--- config.mk ---
export PLATFORM = sky130hd
export DESIGN_NAME = btb_branch_predictor
export DESIGN_NICKNAME = d
export VERILOG_FILES = /design/src/rtl/btb_branch_predictor.sv
export SDC_FILE = /design/constraint.sdc
export NUM_CORES = 2
export LEC_CHECK = 0
export ABC_AREA = 1
export CAP_MARGIN = 20
export CORE_AREA = 2 2 367 223
export CTS_CLUSTER_DIAMETER = 120
export DETAILED_ROUTE_END_ITERATION = 8
export DIE_AREA = 0 0 369 225
export GPL_TIMING_DRIVEN = 0
export PLACE_DENSITY = 0.55
export SYNTH_ARGS = -nofsm -noshare
export SYNTH_HDL_FRONTEND = slang
export SYNTH_SLANG_ARGS = --single-unit
--- constraint.sdc ---
create_clock -name clk -period 4.5 [get_ports clk]
set_input_delay 0.9 -clock clk [delete_from_list [all_inputs] [get_ports clk]]
set_output_delay 0.9 -clock clk [all_outputs]
set_load 0.005 [all_outputs]
--- src/rtl/btb_branch_predictor.sv ---
// Branch target buffer with per-entry saturating direction counters and round-robin allocation.
// Lookup is combinational on the fetch PC; resolved branches train the table on the next rising edge.
module btb_branch_predictor #(
    parameter int ENTRIES = 8,
    parameter int ADDR_W  = 32,
    parameter int CNT_W   = 2
) (
    input  logic                       clk,
    input  logic                       rst_n,
    input  logic                       pred_en,
    input  logic                       btb_clr,
    input  logic [ADDR_W-1:0]          pc,
    input  logic [31:0]                instr,
    output logic [ADDR_W-1:0]          pc_next,
    output logic                       pred_taken,
    output logic                       pred_hit,
    input  logic                       upd_valid,
    input  logic [ADDR_W-1:0]          upd_pc,
    input  logic                       upd_taken,
    input  logic [ADDR_W-1:0]          upd_target,
    output logic [$clog2(ENTRIES)-1:0] alloc_ptr
);

    localparam int IDX_W = $clog2(ENTRIES);
    localparam logic [CNT_W-1:0] CNT_MAX  = {CNT_W{1'b1}};
    localparam logic [CNT_W-1:0] CNT_WEAK = CNT_W'(1) << (CNT_W - 1);

    logic              valid_q  [ENTRIES];
    logic [ADDR_W-1:0] tag_q    [ENTRIES];
    logic [ADDR_W-1:0] target_q [ENTRIES];
    logic [CNT_W-1:0]  cnt_q    [ENTRIES];
    logic [IDX_W-1:0]  ptr_q;

    logic              look_hit;
    logic [IDX_W-1:0]  look_idx;
    logic              upd_hit;
    logic [IDX_W-1:0]  upd_idx;
    logic              is_jump;
    logic [ADDR_W-1:0] pc_plus4;

    // Two independent CAM searches; the first match from index 0 wins.
    always_comb begin
        look_hit = 1'b0;
        look_idx = '0;
        upd_hit  = 1'b0;
        upd_idx  = '0;
        for (int i = 0; i < ENTRIES; i++) begin
            if (!look_hit && valid_q[i] && tag_q[i] == pc) begin
                look_hit = 1'b1;
                look_idx = IDX_W'(i);
            end
            if (!upd_hit && valid_q[i] && tag_q[i] == upd_pc) begin
                upd_hit = 1'b1;
                upd_idx = IDX_W'(i);
            end
        end
    end

    assign is_jump  = (instr[31:26] == 6'b000010);
    assign pc_plus4 = pc + ADDR_W'(4);

    always_comb begin
        pc_next    = pc_plus4;
        pred_taken = 1'b0;
        pred_hit   = look_hit;
        if (pred_en) begin
            if (is_jump) begin
                pc_next    = {pc[ADDR_W-1:28], instr[25:0], 2'b00};
                pred_taken = 1'b1;
            end else if (look_hit && cnt_q[look_idx][CNT_W-1]) begin
                pc_next    = target_q[look_idx];
                pred_taken = 1'b1;
            end
        end
    end

    // Clear drops any concurrent update; counters and pointer survive a clear.
    always_ff @(posedge clk or negedge rst_n) begin
        if (!rst_n) begin
            ptr_q <= '0;
            for (int i = 0; i < ENTRIES; i++) begin
                valid_q[i]  <= 1'b0;
                tag_q[i]    <= '0;
                target_q[i] <= '0;
                cnt_q[i]    <= '0;
            end
        end else if (btb_clr) begin
            for (int i = 0; i < ENTRIES; i++) begin
                valid_q[i] <= 1'b0;
            end
        end else if (upd_valid) begin
            if (upd_hit) begin
                if (upd_taken) begin
                    target_q[upd_idx] <= upd_target;
                    if (cnt_q[upd_idx] != CNT_MAX) begin
                        cnt_q[upd_idx] <= cnt_q[upd_idx] + CNT_W'(1);
                    end
                end else if (cnt_q[upd_idx] != '0) begin
                    cnt_q[upd_idx] <= cnt_q[upd_idx] - CNT_W'(1);
                end
            end else if (upd_taken) begin
                valid_q[ptr_q]  <= 1'b1;
                tag_q[ptr_q]    <= upd_pc;
                target_q[ptr_q] <= upd_target;
                cnt_q[ptr_q]    <= CNT_WEAK;
                ptr_q           <= ptr_q + IDX_W'(1);
            end
        end
    end

    assign alloc_ptr = ptr_q;

endmodule

==> results.txt <==
* Die outline area: 83,000 µm²
- Average wire length per cell after detail routing: 31.4 µm
* Final critical delay including setup and external delays: 5.03 ns
- Post-synthesis instance total: 4,391
* Via count: 35,183
- Entering global routing, the biggest net connects 116 pins.
* Fraction of final layout cells sized beyond drive strength 1: 0.190
* Latest clock arrival within the worst-skew pair: 0.67 ns
* Tightest hold margin: 0.172 ns
- For this design the static power due to leakage is 19.2 nW.
- Crit. End Element: output pin
* Commonest non-fill, non-tap cells in the layout: 1,484 x sky130_fd_sc_hd__nand2_1, 534 x sky130_fd_sc_hd__dfrtp_1, 488 x sky130_fd_sc_hd__o21ai_0
- For this configuration, the core starts out at a cell density of 0.399.
* Deepest level of the CTS H-tree: 2
- Cell chosen for the clock root: sky130_fd_sc_hd__clkbuf_16
- Power density cells: 507 nW/µm²
- Post-synth EDFFs: 0
- Final count of hold timing violations: 0
- The share of synthesized area in the top cell type comes to 0.426.
- In the global route stage, overall resource usage came out at 0.440.
- In this run the tightest slew margin relative to its limit is 0.200.
- Synth Area per Inst: 7.21 µm²
- Wires add up to 186,000 µm.
* Least-Margin Pin Slew: 1.20 ns
- Summing internal, switching and leakage power gives 20.7 mW.
* Top cells by area in the synthesized netlist: sky130_fd_sc_hd__dfrtp_1 43%, sky130_fd_sc_hd__nand2_1 18%, sky130_fd_sc_hd__o21ai_0 8.0%
- FMAX: 199 MHz
- Across all setup checks in the final design, the least slack found is -0.531 ns.
- Pin placement for this block handled 171 I/O pins.
* Max-slew violation total from the final report: 0
* Via count of the first global-routing pass: 31,248
- The detail route stage leaves a number of antenna-violating nets equal to 0.
- Dividing the final minimum period by the clock period gives 1.12.
- The core region is 79,300 µm².
- The slowest stage of the critical path belongs to the cell sky130_fd_sc_hd__a211oi_4.
- After routing, the total negative slack on setup checks comes to -14.88 ns.
- RD Place Congestion: 1.05
- Net count reported at finish: 4,936
- On the worst path, the slowest cell contributes a delay of 0.24 ns.
- Number of max-cap violations: 0
- Run status: complete, but fails checks
- Count of unresolved DRC violations after routing: 0
- Most frequently used flop master after synthesis: sky130_fd_sc_hd__dfrtp_1
- Buffers placed on the I/O ports in this run total 133.
- The worst hold path belongs to the class input pin to asynchronous set/reset pin.
- Sequential fraction of the synthesis area: 0.426
* Most common cell after layout, fill and taps aside: sky130_fd_sc_hd__nand2_1
- Detailed placement finished with a half-perimeter wire length of 133,000 µm.
- Die extent in y: 225 µm
- Most numerous cell on the critical path: sky130_fd_sc_hd__nor2_4
- Yosys warning total: 0
* Req. time, crit path: 3.60 ns
- Yosys reg bits: 539
- Classification of the worst setup path: input pin to output pin
* Setup repair after global routing missed its margin: yes
- Number of unique standard cell types used by synthesis: 57
* Antenna violations before repair: 15
- In this run the horizontal extent of the chip is 369 µm.
* Peak fanout along the critical path: 5
* CTS buffer count: 55
* Worst-case vdd ir drop: 0.366 mV
* Total iterations of the first detailed-routing run: 6
* Layout Area Growth over Synthesis: 29.2%
- In the synthesized netlist the async set-or-reset flop fraction comes to 1.00.
* Synth area leader: sky130_fd_sc_hd__dfrtp_1
- Startpoint Class: input pin
- The detailed router finished its first iteration with 5,367 violations.
- The first global-routing pass estimated 253,000 µm of wire.
- Setup violations remaining at the end of the flow were counted as 34.
* Per-cell via count in the routed design: 5.94
- Clock skew: 0.0198 ns
- Data on the critical path arrives at its endpoint at 4.13 ns.
- Total nets after synthesis: 4,529
* Clock slew at the register clock pins of the worst setup and hold paths: 0.06 ns
* TritonCTS clock tree: yes
* Summed instance area of the synthesized netlist: 31,700 µm²
- Hold buffers post-CTS: 0
* Violated checks: negative setup slack
- After global routing the overflow that remains totals 0.
- The clock drives 539 sinks.
- Row generation in the floorplan step produced 80 rows.
- No sink is reached through more buffers than the 3 on the longest clock path.
==> synthesized netlist by cell type, types with 7 or more instances <==
library cell / instances
sky130_fd_sc_hd__a211oi_1: 7
sky130_fd_sc_hd__a211oi_2: 14
sky130_fd_sc_hd__a21oi_1: 49
sky130_fd_sc_hd__buf_2: 146
sky130_fd_sc_hd__buf_4: 16
sky130_fd_sc_hd__buf_6: 11
sky130_fd_sc_hd__clkbuf_1: 77
sky130_fd_sc_hd__dfrtp_1: 539
sky130_fd_sc_hd__inv_1: 404
sky130_fd_sc_hd__inv_2: 32
sky130_fd_sc_hd__mux2i_1: 15
sky130_fd_sc_hd__nand2_1: 1548
sky130_fd_sc_hd__nand3_1: 156
sky130_fd_sc_hd__nand3b_1: 7
sky130_fd_sc_hd__nand4_1: 47
sky130_fd_sc_hd__nor2_1: 218
sky130_fd_sc_hd__nor2_2: 7
sky130_fd_sc_hd__nor3_1: 36
sky130_fd_sc_hd__nor4_1: 34
sky130_fd_sc_hd__o2111ai_1: 23
sky130_fd_sc_hd__o211ai_1: 40
sky130_fd_sc_hd__o21ai_0: 505
sky130_fd_sc_hd__o21ai_1: 104
sky130_fd_sc_hd__o22ai_1: 76
sky130_fd_sc_hd__or2_2: 12
sky130_fd_sc_hd__xnor2_1: 77
sky130_fd_sc_hd__xor2_1: 120
==> worst max-delay path, delay by kind of cell <==
family	cells	cell delay [ns]
AO/OA/AOI/OAI	2	0.44
buffers and inverters	8	1.16
AND/OR/NAND/NOR	15	1.57
==> kinds of logic after synthesis <==
kind of cell             Yosys count  share of synthesized area
flip-flops                       539                      0.426
adder cells (fa/ha/maj)            4                    0.00158
buffers and inverters            693                     0.0925
XOR/XNOR                         197                     0.0545
multiplexers                      15                    0.00474
AO/OA/AOI/OAI                    837                      0.148
AND/OR/NAND/NOR                 2106                      0.273
==> layout make-up <==
type	instances	area [µm²]
well taps	1066	1330
inverters	437	1830
fillers	7892	38400
clock inverters	31	397
diodes	10	25.0
repair buffers	353	3710
flip-flops and latches	539	13500
multi-input cells	3160	16400
plain buffers	252	2160
clock buffers	72	1530
==> report_power, final <==
part,switching (mW),total (mW),internal [mW]
Clock,2.27,5.09,2.82
Sequential,2.14,8.94,6.79
Combinational,4.08,6.72,2.64
==> routing by layer <==
metal  global-route usage  routed length [µm]  vias to the layer above
met4                0.120                5870                       12
met5              0.00991                 411                        -
met3                0.218               31000                      370
met2                0.535               66200                     2571
li1                     -                   -                    14962
met1                0.662               82700                    17268
==> registers in the layout, indices dropped and copies added (netlist names) <==
| name | flops |
|---|---|
| target_q | 256 |
| valid_q | 8 |
| tag_q | 256 |
| alloc_ptr | 3 |
| cnt_q | 16 |
==> worst paths after layout <==
kind,depth (start not counted),end,slack [ns],start
setup / recovery,25,pc_next[29],-0.53,pc[22]
hold / removal,1,target_q[137],0.17,rst_n
setup reg to reg,25,cnt_q[4],0.35,tag_q[228]
hold reg to reg,2,target_q[124],0.48,target_q[124]
max in group asynchronous,4,tag_q[232],2.27,rst_n
min in group clk,2,target_q[124],0.48,target_q[124]
==> through the flow <==
| step | setup WS (ns) | util | area (µm²) | std cells |
|---|---|---|---|---|
| 3_3_place_gp | -23.28 | 0.433 | 34300 | 5590 |
| 2_1_floorplan | 0.450 | - | 31700 | 4391 |
| 4_1_cts | -0.458 | 0.504 | 39900 | 5877 |
| 5_1_grt | -0.590 | 0.515 | 40900 | 5912 |
| 6_report | -0.531 | 0.516 | 40900 | 5920 |
| 3_5_place_dp | -2.87 | 0.438 | 34700 | 5611 |
==> repair_timing <==
action                                  4_1_cts  5_1_grt
buffers inserted                            155       38
pin swaps                                   108      117
hold endpoints to repair                      0        0
endpoints found under the setup margin      570      289
cloned                                        9        3
gates resized for setup                     786      207
(Power assumes the default switching activity.)
